[src/rtl/tt_sumador_serie.sv]
// Serial W-bit add/sub/accumulate unit for a Tiny Tapeout tile: operands are loaded by nibble,
// computed through one 4-bit slice over W/4 cycles, and the result is read back by byte.
module tt_sumador_serie #(
   parameter int W = 16
) (
   input  logic       clk,
   input  logic       rst_n,
   input  logic       ena,
   input  logic [7:0] ui_in,
   input  logic [7:0] uio_in,
   output logic [7:0] uo_out,
   output logic [7:0] uio_out,
   output logic [7:0] uio_oe
);

   localparam int NIB = W / 4;
   localparam int NBY = W / 8;
   localparam int IW  = (NIB > 1) ? $clog2(NIB) : 1;
   localparam int PW  = (NBY > 1) ? $clog2(NBY) : 1;

   localparam logic [1:0] CMD_LOAD_A = 2'b00;
   localparam logic [1:0] CMD_LOAD_B = 2'b01;
   localparam logic [1:0] CMD_START  = 2'b10;
   localparam logic [1:0] CMD_READ   = 2'b11;

   localparam logic [1:0] MODE_SUB   = 2'b01;
   localparam logic [1:0] MODE_ACC   = 2'b10;
   localparam logic [1:0] MODE_CLEAR = 2'b11;

   typedef enum logic {
      IDLE,
      CALC
   } state_t;

   state_t          state_q;
   logic [W-1:0]    a_q, b_q, r_q;
   logic            strb_q;
   logic [IW-1:0]   idx_q;
   logic            carry_q;
   logic [PW-1:0]   rd_ptr_q;
   logic [1:0]      mode_q;
   logic            cout_q, ovf_q, zero_q;

   logic [3:0]      a_nib [NIB];
   logic [3:0]      b_nib [NIB];
   logic [3:0]      r_nib [NIB];
   logic [7:0]      r_byte [NBY];

   genvar gi;
   generate
      for (gi = 0; gi < NIB; gi++) begin : g_nib
         assign a_nib[gi] = a_q[4*gi +: 4];
         assign b_nib[gi] = b_q[4*gi +: 4];
         assign r_nib[gi] = r_q[4*gi +: 4];
      end
      for (gi = 0; gi < NBY; gi++) begin : g_byte
         assign r_byte[gi] = r_q[8*gi +: 8];
      end
   endgenerate

   logic         event_w;
   logic [3:0]   x_nib, y_nib, s_nib;
   logic         c_out, c_msb;
   logic [W-1:0] r_upd;

   assign event_w = ui_in[7] & ~strb_q & ena;

   // One slice of the ripple; c_msb recovers the carry into the top bit for signed overflow.
   always_comb begin
      x_nib = (mode_q == MODE_ACC) ? r_nib[idx_q] : a_nib[idx_q];
      y_nib = (mode_q == MODE_SUB) ? ~b_nib[idx_q] : b_nib[idx_q];
      {c_out, s_nib} = {1'b0, x_nib} + {1'b0, y_nib} + {4'b0000, carry_q};
      c_msb = x_nib[3] ^ y_nib[3] ^ s_nib[3];
      r_upd = r_q;
      r_upd[4*idx_q +: 4] = s_nib;
   end

   always_ff @(posedge clk or negedge rst_n) begin
      if (!rst_n) begin
         state_q  <= IDLE;
         a_q      <= '0;
         b_q      <= '0;
         r_q      <= '0;
         strb_q   <= 1'b0;
         idx_q    <= '0;
         carry_q  <= 1'b0;
         rd_ptr_q <= '0;
         mode_q   <= '0;
         cout_q   <= 1'b0;
         ovf_q    <= 1'b0;
         zero_q   <= 1'b0;
      end else begin
         strb_q <= ui_in[7];
         case (state_q)
            IDLE: begin
               if (event_w) begin
                  case (uio_in[1:0])
                     CMD_LOAD_A: a_q <= {a_q[W-5:0], ui_in[3:0]};
                     CMD_LOAD_B: b_q <= {b_q[W-5:0], ui_in[3:0]};
                     CMD_READ:   rd_ptr_q <= (rd_ptr_q == PW'(NBY - 1)) ? '0 : rd_ptr_q + 1'b1;
                     CMD_START: begin
                        rd_ptr_q <= '0;
                        if (uio_in[3:2] == MODE_CLEAR) begin
                           r_q    <= '0;
                           cout_q <= 1'b0;
                           ovf_q  <= 1'b0;
                           zero_q <= 1'b0;
                        end else begin
                           mode_q  <= uio_in[3:2];
                           idx_q   <= '0;
                           carry_q <= (uio_in[3:2] == MODE_SUB);
                           state_q <= CALC;
                        end
                     end
                     default: ;
                  endcase
               end
            end
            CALC: begin
               r_q     <= r_upd;
               carry_q <= c_out;
               idx_q   <= idx_q + 1'b1;
               if (idx_q == IW'(NIB - 1)) begin
                  cout_q  <= c_out;
                  ovf_q   <= c_msb ^ c_out;
                  zero_q  <= (r_upd == '0);
                  state_q <= IDLE;
               end
            end
            default: state_q <= IDLE;
         endcase
      end
   end

   assign uo_out  = r_byte[rd_ptr_q];
   assign uio_out = {(state_q == CALC), cout_q, ovf_q, zero_q, 4'b0000};
   assign uio_oe  = 8'hF0;

   logic unused_ok;
   assign unused_ok = &{1'b0, ui_in[6:4], uio_in[7:4]};

endmodule

[config.mk]
export PLATFORM = sky130hd
export DESIGN_NAME = tt_sumador_serie
export DESIGN_NICKNAME = d
export VERILOG_FILES = /design/src/rtl/tt_sumador_serie.sv
export SDC_FILE = /design/constraint.sdc
export NUM_CORES = 1
export LEC_CHECK = 0
export BUFFER_PORTS_ARGS = -buffer_cell sky130_fd_sc_hd__buf_2
export CAP_MARGIN = 10
export CORE_AREA = 2 2 97 71
export DETAILED_ROUTE_END_ITERATION = 8
export DIE_AREA = 0 0 99 73
export PLACE_DENSITY = 0.75
export SLEW_MARGIN = 20
export SYNTH_ARGS = -nofsm -noshare
export SYNTH_HDL_FRONTEND = slang
export SYNTH_SLANG_ARGS = --single-unit
[constraint.sdc]
create_clock -name clk -period 3.75 [get_ports clk]
set_input_delay 0.375 -clock clk [delete_from_list [all_inputs] [get_ports clk]]
set_output_delay 0.375 -clock clk [all_outputs]
set_load 0.02 [all_outputs]
==> impl_metrics.json, run 1 <==
{
  "place_area_mm2": 0.00349,
  "cts.repair.resized": 0,
  "slowest_delay_ns": 0.69,
  "powerDensity_mw_per_mm2": 857,
  "fin_tns_setup_ns": 0,
  "synth_edf_count": 0,
  "final-max-slew-violation-count": 0,
  "fin_crit_sh_pct": 84.4,
  "cts.sinks": 59,
  "async_flop_share_pct": 100,
  "yosys_warnings": 0,
  "place_inst": 384,
  "regArea_mm2": 0.00148,
  "port-buffer-count": 23,
  "slowest_stage": "dfrtp_1",
  "finalClockSkew_ns": 0.0116,
  "syn_inst": 293,
  "switching_power_mw": 1.29,
  "io_pins": 43,
  "p_clk_share_pct": 18.2,
  "grt_start_max_net_pins": 40,
  "avgViaCountPerCell": 5.72,
  "finalCriticalPeriod_ns": 3.17,
  "wl_per_cell_um": 17.1,
  "cts_max_level": 3,
  "die_y_um": 73,
  "switching_share_pct": 40.8,
  "vias": 2288,
  "cts_hold_buf": 0,
  "netlist_area_mm2": 0.00337,
  "setup-violations-final": 0,
  "wl_um": 6850,
  "area_growth_pct": 9.31,
  "final_area_mm2": 0.00369,
  "drc": 0,
  "slew_headroom_pct": 40.0,
  "stdcell_count": 400,
  "rows": 25,
  "synth.distinct_cells": 41,
  "status": "completed",
  "critPathRequiredTime_ns": 4.02,
  "layout.nets": 344,
  "antenna_found_initial": 0,
  "fillerInstances": 524,
  "drt_iter0_drc": 149,
  "cts_buffers": 9,
  "critPathArrivalTime_ns": 3.44,
  "diodes": 0,
  "synth_ff_type": "dfrtp_1",
  "fmax_ghz": 0.316,
  "clk_latency_ns": 0.34,
  "rsz0062_at_grt": "false",
  "hold_violations": 0,
  "postCtsSetupBuffers": 0,
  "crit_type": "reg2reg",
  "grt.overflow.total": 0,
  "grt_pass1_vias": 2200,
  "end_kind": "flop",
  "multi_input_area_mm2": 0.00167,
  "postRouteAntennaNets": 0,
  "clk_pin_slew_ns": 0.07,
  "grt_usage_pct": 20.4,
  "ir_drop_v": 0.000438,
  "firstDrtPassIters": 4,
  "synth-seq-area-share_pct": 43.8,
  "intPower_mw": 1.87,
  "p_leak_nw": 1.72,
  "start_util_pct": 52.6,
  "path_cells": "mux4_2 -> xor2_1 -> fa_1 -> fa_1 -> xor2_1 -> buf_4 -> nand2_1 -> a2111oi_0 -> a32o_1",
  "place_congestion": 0.916,
  "grt_pass1_wl_um": 11300,
  "utilization_pct": 57.5,
  "hold_path_class": "in2async",
  "root_buffer": "clkbuf_8",
  "critPathMaxFanout": 13,
  "coreArea_mm2": 0.00641,
  "die_w_um": 99,
  "p_seq_share_pct": 31.9,
  "tightest_slew_ns": 0.900,
  "avgSynthCellArea_um2": 11.5,
  "p_comb_share_pct": 50.0,
  "cts_tree": "built",
  "ys_ff_latch": 59,
  "maxCapViolCount": 0,
  "max-clock-path-buffers": 2,
  "drive_gt1_share_pct": 28.5,
  "crit_path_start_kind": "flop",
  "dpl.hpwl_um": 4960,
  "fp.dieArea_mm2": 0.00723
}
[stage by stage]
| stage | total power [mW] | setup slack, ns | hold slack, ns |
|---|---|---|---|
| 2_1_floorplan | 2.17 | 0.720 | 0.0794 |
| 3_3_place_gp | 2.56 | 0.641 | 0.478 |
| 3_5_place_dp | 2.58 | 0.565 | 0.486 |
| 4_1_cts | 3.17 | 0.559 | 0.154 |
| 5_1_grt | 3.38 | 0.390 | 0.156 |
| 6_report | 3.16 | 0.585 | 0.142 |
[cell usage in the layout (no fill, tap or decap), drive strengths merged, types with 5 or more instances in the layout]
cell,instances
ha,9
mux4,12
o22ai,17
nor2,9
mux2,33
dfrtp,59
a31oi,5
buf,30
clkbuf,11
nand2,18
o21ai,15
conb,12
inv,22
a22o,18
[power by group through the flow]
stage               clock, mW  combinational, mW  sequential (mW)
finish                  0.574               1.58             1.01
global route            0.611               1.73             1.04
CTS                     0.588               1.57             1.01
detailed placement          0               1.57             1.01
global placement            0               1.55             1.01
floorplan                   0               1.23            0.935
[Yosys cell counts (2+ instances only)]
| master | count | area, um2 |
|---|---|---|
| dfrtp_1 | 59 | 1480 |
| mux2_2 | 23 | 259 |
| inv_1 | 22 | 82.6 |
| a22o_1 | 18 | 158 |
| nand2_1 | 18 | 67.6 |
| o22ai_1 | 17 | 106 |
| buf_4 | 16 | 120 |
| o21ai_0 | 14 | 70.1 |
| mux4_2 | 12 | 270 |
| mux2_4 | 10 | 150 |
| ha_1 | 9 | 113 |
| nor2_1 | 9 | 33.8 |
| clkbuf_1 | 7 | 26.3 |
| a31oi_1 | 5 | 31.3 |
| buf_2 | 5 | 25.0 |
| nand2b_1 | 4 | 25.0 |
| nor3_1 | 4 | 20.0 |
| a21oi_1 | 3 | 15.0 |
| mux2i_1 | 3 | 30.0 |
| nor4_1 | 3 | 18.8 |
| xnor2_1 | 3 | 26.3 |
| xor2_1 | 3 | 26.3 |
| a21o_1 | 2 | 15.0 |
| conb_1 | 2 | 7.51 |
| fa_1 | 2 | 40.0 |
| nand3_1 | 2 | 10.0 |
| nand4bb_1 | 2 | 22.5 |
| nor2b_1 | 2 | 12.5 |
| or3_1 | 2 | 12.5 |
[critical path: cells and delay by family, from the launching register on]
kind	cells	cell delay [ns]
adders and majority gates	2	0.82
DFF	1	0.69
AOI/OAI and AO/OA	2	0.67
muxes	1	0.40
xor gates and xnor gates	2	0.31
buffers and inverters	1	0.16
and+or+nand+nor	1	0.05
[layer usage]
| metal | wire length [um] | global-route usage (%) | part of all wire [%] |
|---|---|---|---|
| met5 | 0 | 0 | 0 |
| met1 | 3490 | 30.7 | 51 |
| met3 | 433 | 6.42 | 6.3 |
| met4 | 51 | 6.85 | 0.74 |
| met2 | 2880 | 27.9 | 42 |
[cell families (layout without fill, tap and decap cells)]
kind of cell | count (synthesis) | count (layout) | synth area share [%]
fa+ha+maj | 11 | 11 | 4.52
buf+inv | 52 | 68 | 7.97
xor+xnor | 6 | 6 | 1.56
other cells | 2 | 12 | 0.223
simple gates | 49 | 49 | 7.53
compound gates | 66 | 66 | 13.4
flops | 59 | 59 | 43.8
mux | 48 | 48 | 21.0
[state kept, by name (all words and copies together) (netlist names), 2 cells and up]
register	count
a_q	16
b_q	16
r_q	16
idx_q	2
mode_q	2
[path summary, 6_finish.rpt]
| path | cells past startpoint | endpoint | startpoint | slack (ns) |
|---|---|---|---|---|
| max | 9 | zero_q | idx_q[1] | 0.58 |
| min | 1 | r_q[6] | rst_n | 0.14 |
| min in group clk | 1 | strb_q | ui_in[7] | 0.17 |
| max reg2reg | 9 | zero_q | idx_q[1] | 0.58 |
| min reg2reg | 1 | ovf_q | ovf_q | 0.49 |
| max in group asynchronous | 2 | b_q[14] | rst_n | 2.80 |
[cell type report]
type	instances	area share [%]
Clock buffer	11	3.83
Clock inverter	5	1.42
Inverter	22	2.24
Multi-Input combinational cell	192	45.2
Sequential cell	59	40.0
Tap cell	81	2.75
Timing Repair Buffer	30	4.55
No activity file was read; power rests on OpenSTA's default activity.
==> inputs of run 2 (changes only) <==
CORE_AREA = 2 2 100 73   (was 2 2 97 71)
DIE_AREA = 0 0 102 75   (was 0 0 99 73)
PLACE_DENSITY = 0.74   (was 0.75)
clock period = 2.6 ns   (was 3.75 ns; I/O delays follow)
==> run 2 against run 1 <==
Against the previous run:
- the run now ends with hold timing, setup timing left
- hold slack lost 0.15 ns
- sequential power grew 43%
- clock skew shrank 0.0036 ns
- clock power grew 67%
- maximum frequency grew 11%
- power grew 75%
- combinational power grew 97%
- sequential share of layout area shrank 4.1 points
- die area grew 5.9%
- critical endpoint unchanged
- highest routed layer unchanged
==> impl_metrics.json, run 2 (synthesized netlist as in run 1, its figures left out) <==
{
  "root_buffer": "clkbuf_8",
  "crit_family": "adder cells",
  "fin_tns_setup_ns": -0.715,
  "grt_pass1_wl_um": 11900,
  "rr_worst_depth": 9,
  "place_congestion": 0.882,
  "end_kind": "flop",
  "hold_path_class": "in2async",
  "avgViaCountPerCell": 5.56,
  "critPathRequiredTime_ns": 2.87,
  "fmax_ghz": 0.351,
  "cts_tree": "built",
  "io_pins": 43,
  "ir_drop_v": 0.000718,
  "drt_iter0_drc": 160,
  "grt_start_max_net_pins": 36,
  "final_cell_mix": "dfrtp_1, buf_4, mux2_2, buf_2, inv_1",
  "dpl.hpwl_um": 5290,
  "tightest_slew_ns": 0.913,
  "violations": "hold timing, setup timing",
  "final-max-slew-violation-count": 0,
  "antenna_found_initial": 0,
  "grt_pass1_vias": 2346,
  "reg2reg_from": "idx_q[0]",
  "layout_setup_ws_ns": -0.245,
  "whs_ns": -0.00661,
  "powerDensity_mw_per_mm2": 1340,
  "layout.nets": 381,
  "rsz0062_at_grt": "true",
  "slew_headroom_pct": 39.2,
  "vias": 2503,
  "finalCriticalPeriod_ns": 2.85,
  "grt.overflow.total": 0,
  "fp.dieArea_mm2": 0.00765,
  "critPathArrivalTime_ns": 3.12,
  "finalClockSkew_ns": 0.00800,
  "regArea_mm2": 0.00148,
  "die_w_um": 102,
  "path_cells": "buf_4 -> mux4_2 -> xor2_1 -> fa_2 -> fa_2 -> xor2_2 -> nand2_1 -> a2111oi_4 -> a32o_1",
  "wl_per_cell_um": 16.9,
  "slowest_stage": "mux4_2",
  "firstDrtPassIters": 4,
  "coreArea_mm2": 0.00663,
  "drive_gt1_share_pct": 40.2,
  "largestRegisters": "a_q (16), b_q (16), r_q (16)",
  "wl_um": 7620,
  "rrSetupSlack_ns": -0.25,
  "clk_pin_slew_ns": 0.07,
  "hold_violations": 6,
  "area_growth_pct": 22.0,
  "slowest_delay_ns": 0.49,
  "r2r-end": "zero_q",
  "setup-violations-final": 15,
  "max-clock-path-buffers": 2,
  "diodes": 0,
  "cpMostUsedCell": "fa_2",
  "crit_path_start_kind": "flop",
  "multi_input_area_mm2": 0.00176,
  "grt_usage_pct": 21.0,
  "postRouteAntennaNets": 0,
  "critPathMaxFanout": 3,
  "p_leak_nw": 1.92,
  "maxCapViolCount": 0,
  "fin_crit_sh_pct": 109,
  "finalPower_mw": 5.52,
  "status": "finished, violations left",
  "port-buffer-count": 23,
  "die_y_um": 75,
  "start_util_pct": 50.9,
  "fillerInstances": 523,
  "final_common_cell": "dfrtp_1",
  "crit_type": "reg2reg",
  "clk_latency_ns": 0.34,
  "cts_buffers": 9,
  "drc": 0,
  "cts_max_level": 3,
  "cts.sinks": 59,
  "cp_num_buf_inv": 1,
  "rows": 25
}
[run 2: cell types whose count changed in the layout (fill, tap and decap cells not counted), moves of 2 or more]
cell,change
buf_4,+35
o21ai_0,-3
o22ai_1,-3
o22ai_2,+3
buf_6,+2
clkinv_2,-2
fa_1,-2
fa_2,+2
mux2i_1,-2
[run 2: timing repair]
action	4_1_cts	5_1_grt
gates resized for setup	9	10
hold endpoints to repair	0	0
setup endpoints to repair	16	16
hold buffers	0	0
setup buffers	1	5
gates cloned	0	0
pin swaps	7	4
[run 2: routing by layer]
layer / GRT usage (%) / wire length, um
met5: 0 / 0
met4: 7.85 / 130
met3: 5.85 / 445
met2: 29.2 / 3280
met1: 31.4 / 3760
[run 2: cell type report]
cell class,instances,share of cell area [%]
multi-input cells,192,42.7
flip-flops and latches,59,35.9
repair buffers,67,11.0
clock buffers,12,3.77
well taps,94,2.86
inverters,22,2.01
clock inverters,4,1.76
[run 2: power breakdown]
group          leakage, nW  switching [mW]  internal [mW]
sequential           0.783           0.251           1.19
combinational         1.03            1.58           1.54
clock                0.113           0.369          0.591
[run 2: metrics by stage]
stage	utilization [%]	hold slack (ns)	area, um2	worst slack [ns]	cells
floorplan	-	-0.0356	3440	-0.249	303
global placement	56.7	0.367	3760	-0.150	428
detailed placement	56.7	0.378	3760	-0.208	428
CTS	60.7	0.00483	4030	-0.134	445
global route	62.1	0.0382	4120	-0.343	450
finish	62.1	-0.00661	4120	-0.245	450
[run 2: how the worst max path moves through the flow]
stage | slack, ns | from | cells after the start | end
finish | -0.25 | idx_q[0] | 9 | zero_q
detailed placement | -0.21 | idx_q[0] | 10 | zero_q
floorplan | -0.25 | idx_q[0] | 9 | zero_q
global placement | -0.15 | idx_q[0] | 11 | r_q[15]
global route | -0.34 | idx_q[0] | 9 | zero_q
CTS | -0.13 | idx_q[0] | 9 | zero_q
==> inputs of run 3 (changes only) <==
CORE_AREA = 2 2 97 71   (was 2 2 100 73)
DIE_AREA = 0 0 99 73   (was 0 0 102 75)
PLACE_DENSITY = 0.75   (was 0.74)
clock period = 2.7 ns   (was 2.6 ns; I/O delays follow)
==> run 3 against run 2 <==
Against the previous run:
- largest cell class unchanged
- core utilization up 0.50 points
- critical path depth unchanged
- register-to-register slack better by 0.14 ns
- hold slack better by 0.056 ns
- combinational power down 4%
- the flow finishes with violations (setup timing)
- non-clock buffer count down 8
- clock-buffer cell count unchanged
==> impl_metrics.json, run 3 (synthesized netlist as in run 1, its figures left out) <==
{
  "status": "finished, violations left",
  "violations": "setup timing",
  "whs_ns": 0.0490,
  "max-clock-path-buffers": 2,
  "port-buffer-count": 23,
  "hold_start": "ui_in[7]",
  "crit_path_start_kind": "flop",
  "diodes": 0,
  "antenna_found_initial": 0,
  "clk_pin_slew_ns": 0.07,
  "dpl.hpwl_um": 5520,
  "cts.sinks": 59,
  "critPathRequiredTime_ns": 2.99,
  "hold_path_class": "in2reg",
  "start_util_pct": 52.6,
  "coreArea_mm2": 0.00641,
  "ir_drop_v": 0.000719,
  "fin_tns_setup_ns": -0.116,
  "wl_um": 7770,
  "largestRegisters": "a_q (16), b_q (16), r_q (16)",
  "rrSetupSlack_ns": -0.11,
  "final-max-slew-violation-count": 0,
  "die_y_um": 73,
  "maxCapViolCount": 0,
  "drc": 0,
  "utilization_pct": 62.6,
  "grt.overflow.total": 0,
  "grt_pass1_vias": 2407,
  "final_common_cell": "dfrtp_1",
  "crit_type": "reg2reg",
  "grt_start_max_net_pins": 30,
  "drive_gt1_share_pct": 38.8,
  "final_cell_mix": "dfrtp_1, buf_4, mux2_2, buf_2, inv_1",
  "critPathArrivalTime_ns": 3.09,
  "die_w_um": 99,
  "firstDrtPassIters": 5,
  "rsz0062_at_grt": "true",
  "grt_usage_pct": 22.7,
  "reg2reg_from": "idx_q[0]",
  "wl_per_cell_um": 18.1,
  "io_pins": 43,
  "grt_pass1_wl_um": 12400,
  "fin_crit_sh_pct": 104,
  "rows": 25,
  "finalClockSkew_ns": 0.00584,
  "layout_setup_ws_ns": -0.108,
  "cts_max_level": 3,
  "vias": 2506,
  "min_to": "strb_q",
  "fillerInstances": 505,
  "finalPower_mw": 5.11,
  "hold_violations": 0,
  "drt_iter0_drc": 222,
  "worstHoldPathCells": 1,
  "p_leak_nw": 1.87,
  "clk_latency_ns": 0.35,
  "finalCriticalPeriod_ns": 2.81,
  "critPathMaxFanout": 4,
  "r2r-end": "zero_q",
  "cts_tree": "built",
  "slew_headroom_pct": 37.1,
  "root_buffer": "clkbuf_8",
  "tightest_slew_ns": 0.944,
  "powerDensity_mw_per_mm2": 1270,
  "place_congestion": 0.906,
  "layout.nets": 373,
  "fp.dieArea_mm2": 0.00723,
  "area_growth_pct": 18.9,
  "cts_buffers": 9,
  "end_kind": "flop",
  "postRouteAntennaNets": 0,
  "avgViaCountPerCell": 5.84,
  "fmax_ghz": 0.356,
  "setup-violations-final": 3,
  "rr_worst_depth": 9
}
==> run 3: cell count changes in the layout (fill, tap and decap cells not counted), sizes merged <==
| cell | change |
|---|---|
| buf | -9 |
| bufinv | -2 |
| clkinv | +1 |
| clkinvlp | +1 |
| dlygate4sd3 | +1 |
==> run 3: repair_timing <==
action	CTS	global route
hold buffers	1	0
buffers inserted	3	5
pin swaps	9	8
hold endpoints to repair	27	0
endpoints found under the setup margin	7	16
gates resized for setup	5	17
==> run 3: worst max-delay path: stages (launching register included) <==
cell       delay (ns)
dfrtp_1          0.38
buf_6            0.13
mux4_2           0.53
xor2_2           0.17
fa_2             0.36
fa_2             0.41
xor2_2           0.19
nand2_1          0.09
a2111oi_2        0.29
a32o_1           0.20
==> run 3: worst max-delay path by stage <==
stage	startpoint	to	slack, ns	cells after the start
after detailed placement	idx_q[0]	zero_q	-0.12	9
final	idx_q[0]	zero_q	-0.11	9
after CTS	idx_q[0]	zero_q	-0.07	9
after floorplan	idx_q[0]	zero_q	-0.15	9
after global placement	idx_q[0]	zero_q	-0.09	9
after global routing	idx_q[0]	zero_q	-0.24	9
==> run 3: metrics by stage <==
| stage | cells | instance area [um2] | setup WS [ns] |
|---|---|---|---|
| floorplan | 303 | 3440 | -0.149 |
| global placement | 405 | 3670 | -0.0859 |
| detailed placement | 405 | 3670 | -0.124 |
| CTS | 425 | 3900 | -0.0653 |
| global route | 429 | 4010 | -0.242 |
| finish | 429 | 4010 | -0.108 |
==> run 3: layout make-up <==
class	instances	area, um2	area share [%]
repair buffers	59	399	9.95
multi-input cells	192	1770	44.2
flip-flops and latches	59	1480	36.8
clock buffers	12	155	3.87
clock inverters	4	25.0	0.624
inverters	22	82.6	2.06
well taps	81	101	2.53
==> run 3: where the power goes <==
part	switching (mW)	internal [mW]	total, mW	leakage, nW
registers	0.231	1.14	1.37	0.785
clock network	0.371	0.380	0.751	0.0884
logic	1.51	1.47	2.98	0.994
total	2.11	3.00	5.11	1.87
==> run 3: metal layers <==
metal / GRT usage (%) / vias up / routed length, um
li1: - / 1138 / -
met1: 32.2 / 1241 / 3500
met2: 32.9 / 118 / 3530
met3: 8.72 / 9 / 668
met4: 6.24 / 0 / 70
met5: 0 / - / 0
